File: src/rtl/fht_control_if.sv
`default_nettype none
// +----------------------------------------------------------------------------+
// | fht_control_if : start/status and bank-addressing bundle of fht_control    |
// | Rev 1.0                                                                    |
// +----------------------------------------------------------------------------+
interface fht_control_if #(
    parameter int A_BIT = 8
);
    logic             iSTART;
    logic             oST_ZERO;
    logic             oST_LAST;
    logic             o2ND_PART_SUBSEC;
    logic [1:0]       oSECTOR;
    logic [A_BIT-1:0] oADDR_RD_0;
    logic [A_BIT-1:0] oADDR_RD_1;
    logic [A_BIT-1:0] oADDR_RD_2;
    logic [A_BIT-1:0] oADDR_RD_3;
    logic [A_BIT-1:0] oADDR_WR_0;
    logic [A_BIT-1:0] oADDR_WR_1;
    logic [A_BIT-1:0] oADDR_WR_2;
    logic [A_BIT-1:0] oADDR_WR_3;
    logic [A_BIT-1:0] oADDR_COEF;
    logic             oWE_A;
    logic             oWE_B;
    logic             oSOURCE_DATA;
    logic             oSOURCE_CONT;
    logic             oRDY;

    modport master (
        output iSTART,
        input  oST_ZERO, oST_LAST, o2ND_PART_SUBSEC, oSECTOR,
        input  oADDR_RD_0, oADDR_RD_1, oADDR_RD_2, oADDR_RD_3,
        input  oADDR_WR_0, oADDR_WR_1, oADDR_WR_2, oADDR_WR_3,
        input  oADDR_COEF, oWE_A, oWE_B, oSOURCE_DATA, oSOURCE_CONT, oRDY
    );

    modport slave (
        input  iSTART,
        output oST_ZERO, oST_LAST, o2ND_PART_SUBSEC, oSECTOR,
        output oADDR_RD_0, oADDR_RD_1, oADDR_RD_2, oADDR_RD_3,
        output oADDR_WR_0, oADDR_WR_1, oADDR_WR_2, oADDR_WR_3,
        output oADDR_COEF, oWE_A, oWE_B, oSOURCE_DATA, oSOURCE_CONT, oRDY
    );
endinterface
`default_nettype wire

File: src/rtl/fht_control.sv
`default_nettype none
// +----------------------------------------------------------------------------+
// | fht_control : stage/address sequencer for an in-place 4-bank radix-2 FHT   |
// | Rev 1.0                                                                    |
// +----------------------------------------------------------------------------+
module fht_control #(
    parameter int A_BIT  = 8,
    parameter int LAT    = 3,
    parameter int STAGES = A_BIT + 2
) (
    input wire           iCLK,
    input wire           iRESET,
    fht_control_if.slave bus
);

    localparam int RD_CYCLES = 2 ** A_BIT;
    localparam int CNT_LAST  = RD_CYCLES + LAT - 1;
    localparam int CNT_W     = $clog2(CNT_LAST + 1);
    localparam int S_W       = $clog2(STAGES);

    localparam logic [S_W-1:0]   S_LAST     = S_W'(STAGES - 1);
    localparam logic [CNT_W-1:0] CNT_END    = CNT_W'(CNT_LAST);
    localparam logic [CNT_W-1:0] CNT_RD_END = CNT_W'(RD_CYCLES);
    localparam logic [CNT_W-1:0] CNT_WE_BEG = CNT_W'(LAT);

    typedef enum logic [0:0] {
        ST_IDLE = 1'b0,
        ST_RUN  = 1'b1
    } state_t;

    state_t                 state_q, state_d;
    logic [S_W-1:0]         stage_q, stage_d;
    logic [CNT_W-1:0]       cnt_q, cnt_d;

    logic [3:0][A_BIT-1:0]  rd_q, rd_d;
    logic [3:0][A_BIT-1:0]  dly_q [LAT];
    logic [3:0][A_BIT-1:0]  dly_d [LAT];
    logic [A_BIT-1:0]       coef_q, coef_d;
    logic [1:0]             sector_q, sector_d;
    logic                   half_q, half_d;
    logic                   we_a_q, we_a_d;
    logic                   we_b_q, we_b_d;
    logic                   src_data_q, src_data_d;
    logic                   src_cont_q, src_cont_d;
    logic                   rdy_q, rdy_d;
    logic                   st_zero_q, st_zero_d;
    logic                   st_last_q, st_last_d;

    logic                   busy_d;
    logic                   we_en_d;
    logic [A_BIT-1:0]       t_rd;
    logic [A_BIT-1:0]       u_idx;
    logic [A_BIT-1:0]       bit_b;
    logic [A_BIT-1:0]       mask_b;
    logic [A_BIT-1:0]       base;
    logic [A_BIT-1:0]       partner;
    logic [S_W-1:0]         b_idx;

    // Sequencer: stage counter and per-stage cycle counter (read + drain)
    always_comb begin
        state_d = state_q;
        stage_d = stage_q;
        cnt_d   = cnt_q;
        case (state_q)
            ST_IDLE: begin
                if (bus.iSTART) begin
                    state_d = ST_RUN;
                    stage_d = '0;
                    cnt_d   = '0;
                end
            end
            default: begin
                if (cnt_q == CNT_END) begin
                    cnt_d = '0;
                    if (stage_q == S_LAST) begin
                        state_d = ST_IDLE;
                        stage_d = '0;
                    end else begin
                        stage_d = stage_q + S_W'(1);
                    end
                end else begin
                    cnt_d = cnt_q + CNT_W'(1);
                end
            end
        endcase
    end

    // Outputs are computed from the next state so they leave the flops aligned
    always_comb begin
        busy_d  = (state_d == ST_RUN);
        t_rd    = (cnt_d >= CNT_RD_END) ? '1 : cnt_d[A_BIT-1:0];
        b_idx   = stage_d - S_W'(2);
        bit_b   = A_BIT'(1) << b_idx;
        mask_b  = bit_b - A_BIT'(1);
        u_idx   = {1'b0, t_rd[A_BIT-1:1]};
        base    = ((u_idx & ~mask_b) << 1) | (u_idx & mask_b);
        partner = base | bit_b;

        rd_d     = {4{t_rd}};
        coef_d   = '0;
        half_d   = 1'b0;
        sector_d = (stage_d == '0) ? 2'd0 : 2'd1;
        if (stage_d >= S_W'(2)) begin
            sector_d = 2'd2;
            half_d   = t_rd[0];
            coef_d   = (base & mask_b) << (A_BIT - 1 - int'(b_idx));
            rd_d     = t_rd[0] ? {base, base, partner, partner}
                               : {partner, partner, base, base};
        end

        // The counter never passes RD_CYCLES-1+LAT, so only the lower bound matters
        we_en_d    = busy_d && (cnt_d >= CNT_WE_BEG);
        we_a_d     = we_en_d && stage_d[0];
        we_b_d     = we_en_d && !stage_d[0];
        src_data_d = busy_d && stage_d[0];
        src_cont_d = busy_d;
        rdy_d      = !busy_d;
        st_zero_d  = busy_d && (stage_d == '0);
        st_last_d  = busy_d && (stage_d == S_LAST);

        dly_d[0] = rd_q;
        for (int i = 1; i < LAT; i++) begin
            dly_d[i] = dly_q[i-1];
        end
    end

    always_ff @(posedge iCLK or negedge iRESET) begin
        if (!iRESET) begin
            state_q    <= ST_IDLE;
            stage_q    <= '0;
            cnt_q      <= '0;
            rd_q       <= '0;
            coef_q     <= '0;
            sector_q   <= '0;
            half_q     <= 1'b0;
            we_a_q     <= 1'b0;
            we_b_q     <= 1'b0;
            src_data_q <= 1'b0;
            src_cont_q <= 1'b0;
            rdy_q      <= 1'b1;
            st_zero_q  <= 1'b0;
            st_last_q  <= 1'b0;
            for (int i = 0; i < LAT; i++) begin
                dly_q[i] <= '0;
            end
        end else begin
            state_q    <= state_d;
            stage_q    <= stage_d;
            cnt_q      <= cnt_d;
            rd_q       <= rd_d;
            coef_q     <= coef_d;
            sector_q   <= sector_d;
            half_q     <= half_d;
            we_a_q     <= we_a_d;
            we_b_q     <= we_b_d;
            src_data_q <= src_data_d;
            src_cont_q <= src_cont_d;
            rdy_q      <= rdy_d;
            st_zero_q  <= st_zero_d;
            st_last_q  <= st_last_d;
            for (int i = 0; i < LAT; i++) begin
                dly_q[i] <= dly_d[i];
            end
        end
    end

    assign bus.oADDR_RD_0       = rd_q[0];
    assign bus.oADDR_RD_1       = rd_q[1];
    assign bus.oADDR_RD_2       = rd_q[2];
    assign bus.oADDR_RD_3       = rd_q[3];
    assign bus.oADDR_WR_0       = dly_q[LAT-1][0];
    assign bus.oADDR_WR_1       = dly_q[LAT-1][1];
    assign bus.oADDR_WR_2       = dly_q[LAT-1][2];
    assign bus.oADDR_WR_3       = dly_q[LAT-1][3];
    assign bus.oADDR_COEF       = coef_q;
    assign bus.oSECTOR          = sector_q;
    assign bus.o2ND_PART_SUBSEC = half_q;
    assign bus.oWE_A            = we_a_q;
    assign bus.oWE_B            = we_b_q;
    assign bus.oSOURCE_DATA     = src_data_q;
    assign bus.oSOURCE_CONT     = src_cont_q;
    assign bus.oRDY             = rdy_q;
    assign bus.oST_ZERO         = st_zero_q;
    assign bus.oST_LAST         = st_last_q;

endmodule
`default_nettype wire

File: src/flat_wrapper.sv
// flat-port wrapper written by rule: the top's interface ports become plain ports
module fht_control_flat 
#(
    parameter int A_BIT  = 8,
    parameter int LAT    = 3,
    parameter int STAGES = A_BIT + 2
)
  (iCLK, iRESET, bus_iSTART, bus_oST_ZERO, bus_oST_LAST, bus_o2ND_PART_SUBSEC, bus_oSECTOR, bus_oADDR_RD_0, bus_oADDR_RD_1, bus_oADDR_RD_2, bus_oADDR_RD_3, bus_oADDR_WR_0, bus_oADDR_WR_1, bus_oADDR_WR_2, bus_oADDR_WR_3, bus_oADDR_COEF, bus_oWE_A, bus_oWE_B, bus_oSOURCE_DATA, bus_oSOURCE_CONT, bus_oRDY);
  fht_control_if #(.A_BIT(A_BIT)) bus_i ();
  input wire iCLK;
  input wire iRESET;
  input wire logic [$bits(bus_i.iSTART)-1:0] bus_iSTART;
  output wire logic [$bits(bus_i.oST_ZERO)-1:0] bus_oST_ZERO;
  output wire logic [$bits(bus_i.oST_LAST)-1:0] bus_oST_LAST;
  output wire logic [$bits(bus_i.o2ND_PART_SUBSEC)-1:0] bus_o2ND_PART_SUBSEC;
  output wire logic [$bits(bus_i.oSECTOR)-1:0] bus_oSECTOR;
  output wire logic [$bits(bus_i.oADDR_RD_0)-1:0] bus_oADDR_RD_0;
  output wire logic [$bits(bus_i.oADDR_RD_1)-1:0] bus_oADDR_RD_1;
  output wire logic [$bits(bus_i.oADDR_RD_2)-1:0] bus_oADDR_RD_2;
  output wire logic [$bits(bus_i.oADDR_RD_3)-1:0] bus_oADDR_RD_3;
  output wire logic [$bits(bus_i.oADDR_WR_0)-1:0] bus_oADDR_WR_0;
  output wire logic [$bits(bus_i.oADDR_WR_1)-1:0] bus_oADDR_WR_1;
  output wire logic [$bits(bus_i.oADDR_WR_2)-1:0] bus_oADDR_WR_2;
  output wire logic [$bits(bus_i.oADDR_WR_3)-1:0] bus_oADDR_WR_3;
  output wire logic [$bits(bus_i.oADDR_COEF)-1:0] bus_oADDR_COEF;
  output wire logic [$bits(bus_i.oWE_A)-1:0] bus_oWE_A;
  output wire logic [$bits(bus_i.oWE_B)-1:0] bus_oWE_B;
  output wire logic [$bits(bus_i.oSOURCE_DATA)-1:0] bus_oSOURCE_DATA;
  output wire logic [$bits(bus_i.oSOURCE_CONT)-1:0] bus_oSOURCE_CONT;
  output wire logic [$bits(bus_i.oRDY)-1:0] bus_oRDY;
  assign bus_i.iSTART = bus_iSTART;
  assign bus_oST_ZERO = bus_i.oST_ZERO;
  assign bus_oST_LAST = bus_i.oST_LAST;
  assign bus_o2ND_PART_SUBSEC = bus_i.o2ND_PART_SUBSEC;
  assign bus_oSECTOR = bus_i.oSECTOR;
  assign bus_oADDR_RD_0 = bus_i.oADDR_RD_0;
  assign bus_oADDR_RD_1 = bus_i.oADDR_RD_1;
  assign bus_oADDR_RD_2 = bus_i.oADDR_RD_2;
  assign bus_oADDR_RD_3 = bus_i.oADDR_RD_3;
  assign bus_oADDR_WR_0 = bus_i.oADDR_WR_0;
  assign bus_oADDR_WR_1 = bus_i.oADDR_WR_1;
  assign bus_oADDR_WR_2 = bus_i.oADDR_WR_2;
  assign bus_oADDR_WR_3 = bus_i.oADDR_WR_3;
  assign bus_oADDR_COEF = bus_i.oADDR_COEF;
  assign bus_oWE_A = bus_i.oWE_A;
  assign bus_oWE_B = bus_i.oWE_B;
  assign bus_oSOURCE_DATA = bus_i.oSOURCE_DATA;
  assign bus_oSOURCE_CONT = bus_i.oSOURCE_CONT;
  assign bus_oRDY = bus_i.oRDY;
  fht_control #(.A_BIT(A_BIT), .LAT(LAT), .STAGES(STAGES)) u_core (.iCLK(iCLK), .iRESET(iRESET), .bus(bus_i));
endmodule
File: config.mk
export PLATFORM = sky130hd
export DESIGN_NAME = fht_control_flat
export DESIGN_NICKNAME = d
export VERILOG_FILES = /design/src/rtl/fht_control_if.sv /design/src/rtl/fht_control.sv /design/src/flat_wrapper.sv
export SDC_FILE = /design/constraint.sdc
export NUM_CORES = 1
export LEC_CHECK = 0
export CORE_UTILIZATION = 54
export CTS_BUF_LIST = sky130_fd_sc_hd__clkbuf_4
export DETAILED_ROUTE_END_ITERATION = 8
export GPL_TIMING_DRIVEN = 0
export PLACE_DENSITY = 0.86
export SKIP_CTS_REPAIR_TIMING = 1
export SLEW_MARGIN = 20
export SYNTH_ARGS = -nofsm -noshare
export SYNTH_HDL_FRONTEND = slang
export SYNTH_SLANG_ARGS = --single-unit
File: constraint.sdc
create_clock -name iCLK -period 5.1 [get_ports iCLK]
set_clock_uncertainty 0.05 [all_clocks]
set_input_delay 1.02 -clock iCLK [delete_from_list [all_inputs] [get_ports iCLK]]
set_output_delay 1.02 -clock iCLK [all_outputs]
set_load 0.01 [all_outputs]
## Yosys cells after proc, flatten, opt, wreduce, memory -nomap -nowiden

Index checks and enable logic that the tools add are counted.

- Flip-flop bits (word level): 159
- Input bits: 3
- Output and inout port bits: 82
- Word-level logic and storage cells: 74

- Add/sub/neg operators: 5
- Order comparisons: 3
- Eq/ne operators: 3
- Shift-type cells: 2
- Muxes and demuxes: 18
- Bitwise gates (word level): 6
- Reduce and logical (&&, ||, !) cells: 9

Operators by type and width:

| operator | count |
|---|---|
| $mux 32 | 2 |
| $shl 8x32->8 | 1 |
| $mux 9 | 3 |
| $mux 4 | 4 |
| $mux 8 | 2 |
| $or 8x8->8 | 2 |
| $add 9x1->9 const B | 1 |
| $eq 9x9->1 const B | 1 |
| $ge 9x2->1 const B | 1 |
| $ge 9x9->1 const B | 1 |
| $and 7x8->8 | 1 |
| $and 8x8->8 | 1 |
| $eq 4x4->1 const B | 2 |
| $shl 1x4->8 const A | 1 |
| $sub 8x1->8 const B | 1 |
| $and 7x7->7 | 1 |
| $not 7->7 | 1 |
| $logic_and 1x1->1 | 6 |
| $mux 1 | 6 |
| $sub 3x4->5 const A | 1 |
| $add 4x1->4 const B | 1 |
| $ge 4x2->1 const B | 1 |
| $logic_not 4->1 | 1 |
| $sub 4x2->4 const B | 1 |
| other kinds (2) | 3 |

## Longest topological paths before layout

- Depth in word-level cells: 13
- Depth in mapped cells: 19
- Mapped depth without buffers: 18

## Worst setup path after synthesis

No wires, ideal clock.

- Kind: input port to flip-flop
- Start point: in bus_iSTART
- End point: reg u_core.coef_q[6], in the netlist u_core.bus.oADDR_COEF[6]
- Setup time: 0.122 ns
- Arrival: 4.021 ns
- Data required time: 4.928 ns
- Setup slack: 0.908 ns
- Stages on the path: 15
- Buffers on the path: 2
- Path through: nor2_1 -> clkbuf_1 -> nand2_1 -> o21ai_0 -> inv_1 -> ha_1 -> o211ai_1 -> nand3_1 -> or3_1 -> ha_1 -> clkbuf_1 -> a31oi_2 -> nor3_2 -> a311o_1 -> a32o_1

- Word-level cells in the longest chain between the ends: 11
- Elaborated cells between the ends (all ways): 18
- Those cells by class: add/sub: 3; order compare: 2; shift: 2; mux: 6; bitwise: 5

Ends and longest elaborated chain:

| element | RTL line | RTL |
|---|---|---|
| from (decl) | flat_wrapper.sv:12 | `input wire logic [$bits(bus_i.iSTART)-1:0] bus_iSTART;` |
| $mux 4 (*) | fht_control.sv:66 | `if (bus.iSTART) begin` |
| $mux 4 (*) | fht_control.sv:64 | `case (state_q)` |
| net u_core.stage_d[2] | fht_control.sv:32 | `logic [S_W-1:0] stage_q, stage_d;` |
| $sub 4x2->4 | fht_control.sv:92 | `b_idx = stage_d - S_W'(2);` |
| $shl 1x4->8 | fht_control.sv:93 | `bit_b = A_BIT'(1) << b_idx;` |
| $sub 8x1->8 | fht_control.sv:94 | `mask_b = bit_b - A_BIT'(1);` |
| $not 7->7 | fht_control.sv:96 | `base = ((u_idx & ~mask_b) << 1) \| (u_idx & mask_b);` |
| $and 7x7->7 | fht_control.sv:96 |  |
| $or 8x8->8 | fht_control.sv:96 |  |
| $and 8x8->8 | fht_control.sv:106 | `coef_d = (base & mask_b) << (A_BIT - 1 - int'(b_idx));` |
| $shl 8x32->8 | fht_control.sv:106 |  |
| $mux 8 (*) | fht_control.sv:103 | `if (stage_d >= S_W'(2)) begin` |
| net u_core.coef_d[6] | fht_control.sv:38 | `logic [A_BIT-1:0] coef_q, coef_d;` |
| to (signal assigned) | fht_control.sv:151 | `coef_q <= coef_d;` |
| to (decl) | fht_control.sv:38 |  |

Mark *: on every way through the listed nets, which the timed path passes. The rest lies on a longest branch.

## Worst setup path after layout

- Start point: in bus_iSTART
- End point: reg u_core.rd_q, in the netlist u_core.bus.oADDR_RD_0[3]

- Word-level cells in the longest chain between the ends: 11
- Elaborated cells between the ends (all ways): 17
- Those cells by class: add/sub: 2; order compare: 2; shift: 1; mux: 7; bitwise: 5

Ends and longest elaborated chain:

| element | RTL line | RTL |
|---|---|---|
| $mux 4 (*) | fht_control.sv:66 |  |
| $mux 4 (*) | fht_control.sv:64 |  |
| net u_core.stage_d[2] | fht_control.sv:32 |  |
| $sub 4x2->4 | fht_control.sv:92 |  |
| $shl 1x4->8 | fht_control.sv:93 |  |
| $sub 8x1->8 | fht_control.sv:94 |  |
| $not 7->7 | fht_control.sv:96 |  |
| $and 7x7->7 | fht_control.sv:96 |  |
| $or 8x8->8 | fht_control.sv:96 |  |
| $or 8x8->8 | fht_control.sv:97 | `partner = base \| bit_b;` |
| $mux 32 | fht_control.sv:107 | `rd_d = t_rd[0] ? {base, base, partner, partner}` |
| $mux 32 (*) | fht_control.sv:103 |  |
| to (signal assigned) | fht_control.sv:150 | `rd_q <= rd_d;` |
| to (decl) | fht_control.sv:35 | `logic [3:0][A_BIT-1:0] rd_q, rd_d;` |

Marked as above.

==> impl_metrics.tcl <==
set metrics [dict create \
    synth_seq_area_share 0.539 \
    postRouteAntennaNets 0 \
    dieArea_mm2 0.00853 \
    initial_core_util 0.565 \
    power.static_leakage_uw 0.00247 \
    grt_pass1_vias 3308 \
    critical_path_arrival_ns 5.02 \
    antenna_cells 0 \
    yosys_warnings 0 \
    die_x_um 92.4 \
    post_synth_and_or_nand_nor_area_fraction 0.162 \
    synth_top_area_share 0.533 \
    synth_largest_area_cell "sky130_fd_sc_hd__dfrtp_1" \
    worst_ir_drop_vdd_v 0.000297 \
    track_usage 0.256 \
    max_freq_mhz 211 \
    postLayoutCellArea_mm2 0.00556 \
    pwr_density_cell_mw_per_mm2 705 \
    crit_fanout 10 \
    cts_sinks 95 \
    fraction_of_the_mapped_netlist_area_in_compound_gates 0.156 \
    netlist_top_cells_count "sky130_fd_sc_hd__dfrtp_1, sky130_fd_sc_hd__buf_4, sky130_fd_sc_hd__nand2_1" \
    int_pwr_uw 2290 \
    clkSlewWorstSetupHoldPaths_ns 0.16 \
    sw_frac_of_total 0.415 \
    clkLatencyLatePin_ns 0.44 \
    p_sw_uw 1620 \
    place_congestion 0.919 \
    hp-class "register to register" \
    core_area_mm2 0.00781 \
    synth_area_leaders "sky130_fd_sc_hd__dfrtp_1, sky130_fd_sc_hd__buf_4, sky130_fd_sc_hd__o21ai_0" \
    post-dp-hpwl_um 7740 \
    cap_violations 0 \
    worst-endpoint-required_ns 5.38 \
    finalPower_uw 3910 \
    cts.root.buffer_cell "sky130_fd_sc_hd__clkbuf_4" \
    share_comb_of_total_power 0.584 \
    synthesis.instances 420 \
    final-setup-viol-count 0 \
    fin_crit_sh 0.930 \
    finalNetCount 523 \
    ctsLongestPathBuffers 2 \
    final-hold-violation-count 0 \
    pin_count_of_the_biggest_net_entering_global_routing 62 \
    detailedRoute.firstIterationViolations 180 \
    number_of_register_bits_inferred_by_synthesis 95 \
    synthFlopType "sky130_fd_sc_hd__dfrtp_1" \
    synth_xor_xnor_area_share 0.00596 \
    synth_top_family_by_area "simple AND/OR/NAND/NOR gates" \
    seq_power_share 0.319 \
    synth.most_common_cell "sky130_fd_sc_hd__dfrtp_1" \
    num_io_pins 85 \
    floorplan.rows 32 \
    post_synth.cell_area_avg_um2 10.5 \
    initial_antenna_violation_count 0 \
    criticalPathCategory "input pin to register" \
    detail_route.wirelength_um 10200 \
    dpl-instance-area_mm2 0.00540 \
    layout_min_cycle_time_ns 4.74 \
    number_of_buffers_inserted_by_port_buffering 84 \
    clock_power_share 0.097 \
    unrepaired_setup_endpoints_after_global_routing "false" \
    number_of_unique_standard_cell_types_used_by_synthesis 69 \
    async_flop_share 1.00 \
    area.growth.synth_to_final_pct 26.0 \
    mux_share_of_post_synthesis_cell_area 0.00709 \
    routed-via-count 3519 \
    drt_drc_violations_left 0 \
    endpoint_kind "register" \
    cts_htree_levels 3 \
    wl_per_cell_um 16.4 \
    slew_violations 0 \
    synth_edf_count 0 \
    normalized_max_slew_margin 0.481 \
    result_of_the_run "completed" \
    first_pass_grt_wire_length_um 16600 \
    r2r_slack_ns 0.37 \
    synth_fa_ha_area_frac 0.0114 \
    post_drt_via_cell_ratio 5.65 \
    synthesis.nets 427 \
    worst-slew-pin-transition_ns 0.773 \
    gr-total-overflow 0 \
    cts_tree "built" \
    die_height_um 92.4 \
    cts_buffers 9 \
    drive_gt1_frac 0.188 \
    synth.cell_area_mm2 0.00441 \
    first_pass_iters 5 \
    worst_setup_path_start_kind "input pin" \
]
## flip-flops by register name, summed over array words and instances, names as in the netlist
signal and cells:
u_core.bus.o2ND_PART_SUBSEC 1, u_core.bus.oADDR_WR_2 8, u_core.bus.oADDR_COEF 8, u_core.bus.oSECTOR 2, u_core.dly_d 32, u_core.bus.oSOURCE_DATA 1, u_core.bus.oRDY 1, u_core.bus.oADDR_WR_0 8
u_core.bus.oADDR_RD_2 8, u_core.bus.oWE_B 1, u_core.bus.oST_LAST 1, u_core.cnt_q 9, u_core.bus.oADDR_RD_0 8, u_core.state_q 1, u_core.bus.oWE_A 1, u_core.stage_q 4
u_core.bus.oST_ZERO 1
## logic make-up after synthesis
family	Yosys count
AND/OR/NAND/NOR	128
XOR/XNOR	3
flip-flops	95
multiplexers	3
buffers and inverters	84
AO/OA/AOI/OAI	103
adder cells (fa/ha/maj)	4
## critical path, cell delays in order
cell                              delay (ns)
sky130_fd_sc_hd__clkdlybuf4s50_1        0.48
sky130_fd_sc_hd__nor2_4                 0.19
sky130_fd_sc_hd__clkbuf_4               0.25
sky130_fd_sc_hd__nand2_1                0.07
sky130_fd_sc_hd__o21ai_1                0.22
sky130_fd_sc_hd__inv_1                  0.08
sky130_fd_sc_hd__ha_1                   0.20
sky130_fd_sc_hd__o211ai_1               0.19
sky130_fd_sc_hd__nand3_2                0.23
sky130_fd_sc_hd__or3_1                  0.49
sky130_fd_sc_hd__ha_1                   0.26
sky130_fd_sc_hd__clkbuf_1               0.23
sky130_fd_sc_hd__or3_1                  0.46
sky130_fd_sc_hd__a21oi_1                0.27
sky130_fd_sc_hd__o22a_1                 0.25
sky130_fd_sc_hd__o21ai_0                0.12
## layout make-up
class / instances / area (µm²)
clock inverters: 7 / 65.1
plain buffers: 65 / 454
well taps: 102 / 128
flip-flops and latches: 95 / 2380
repair buffers: 85 / 866
clock buffers: 9 / 67.6
inverters: 19 / 71.3
fillers: 567 / 2250
multi-input cells: 241 / 1530
## power groups by stage
stage	combinational [µW]	clock [µW]	sequential [µW]
2_1_floorplan	1310	0	1280
3_3_place_gp	2230	0	1250
3_5_place_dp	2270	0	1270
4_1_cts	2270	390	1250
5_1_grt	2470	421	1290
6_report	2290	380	1250
## layer usage
layer,up-vias,share of wire,global-route usage
li1,1629,-,-
met1,1709,0.42,0.345
met2,159,0.48,0.410
met3,22,0.073,0.0452
met4,0,0.022,0.105
met5,-,0,0
## through the flow
stage | util | cells | worst slack [ns] | hold slack, ns | setup TNS [ns]
after floorplan | - | 420 | 0.908 | 0.281 | 0
after global placement | 0.689 | 606 | -0.494 | 0.281 | -29.12
after detailed placement | 0.692 | 607 | -0.533 | 0.285 | -6.76
after CTS | 0.709 | 623 | -0.0541 | 0.313 | -0.0570
after global routing | 0.712 | 623 | 0.00250 | 0.313 | 0
final | 0.712 | 623 | 0.357 | 0.307 | 0
## final timing paths
path,cells after the start,endpoint,start
max,16,u_core.bus.oADDR_RD_0[3]$_DFF_PN0_,bus_iSTART
min,0,u_core.bus.oADDR_WR_2[0]$_DFF_PN0_,u_core.dly_d[16]$_DFF_PN0_
max reg2reg,16,u_core.bus.oADDR_RD_0[3]$_DFF_PN0_,u_core.cnt_q[0]$_DFF_PN0_
min reg2reg,0,u_core.bus.oADDR_WR_2[0]$_DFF_PN0_,u_core.dly_d[16]$_DFF_PN0_
max in group asynchronous,2,u_core.bus.oRDY$_DFF_PN1_,iRESET
min in group asynchronous,1,u_core.cnt_q[0]$_DFF_PN0_,iRESET
## placed cells by master, fill, tap and decap left out, types with 3 or more instances in the layout
master	n
sky130_fd_sc_hd__clkinvlp_4	3
sky130_fd_sc_hd__clkbuf_1	6
sky130_fd_sc_hd__nand4_1	7
sky130_fd_sc_hd__inv_6	3
sky130_fd_sc_hd__nand3_1	9
sky130_fd_sc_hd__a21oi_1	19
sky130_fd_sc_hd__nor3_1	13
sky130_fd_sc_hd__nor2_1	18
sky130_fd_sc_hd__o211a_1	3
sky130_fd_sc_hd__dfrtp_1	94
sky130_fd_sc_hd__buf_2	6
sky130_fd_sc_hd__and2_1	4
sky130_fd_sc_hd__a31oi_1	7
sky130_fd_sc_hd__nor2b_1	3
sky130_fd_sc_hd__o211ai_1	4
sky130_fd_sc_hd__clkdlybuf4s50_1	83
sky130_fd_sc_hd__inv_1	19
sky130_fd_sc_hd__nand2_1	39
sky130_fd_sc_hd__o21a_1	3
sky130_fd_sc_hd__nor4_1	4
sky130_fd_sc_hd__and3_1	4
sky130_fd_sc_hd__ha_1	4
sky130_fd_sc_hd__buf_4	50
sky130_fd_sc_hd__or3_1	4
sky130_fd_sc_hd__o21ai_0	36
sky130_fd_sc_hd__clkbuf_4	10
(Power assumes the default switching activity.)
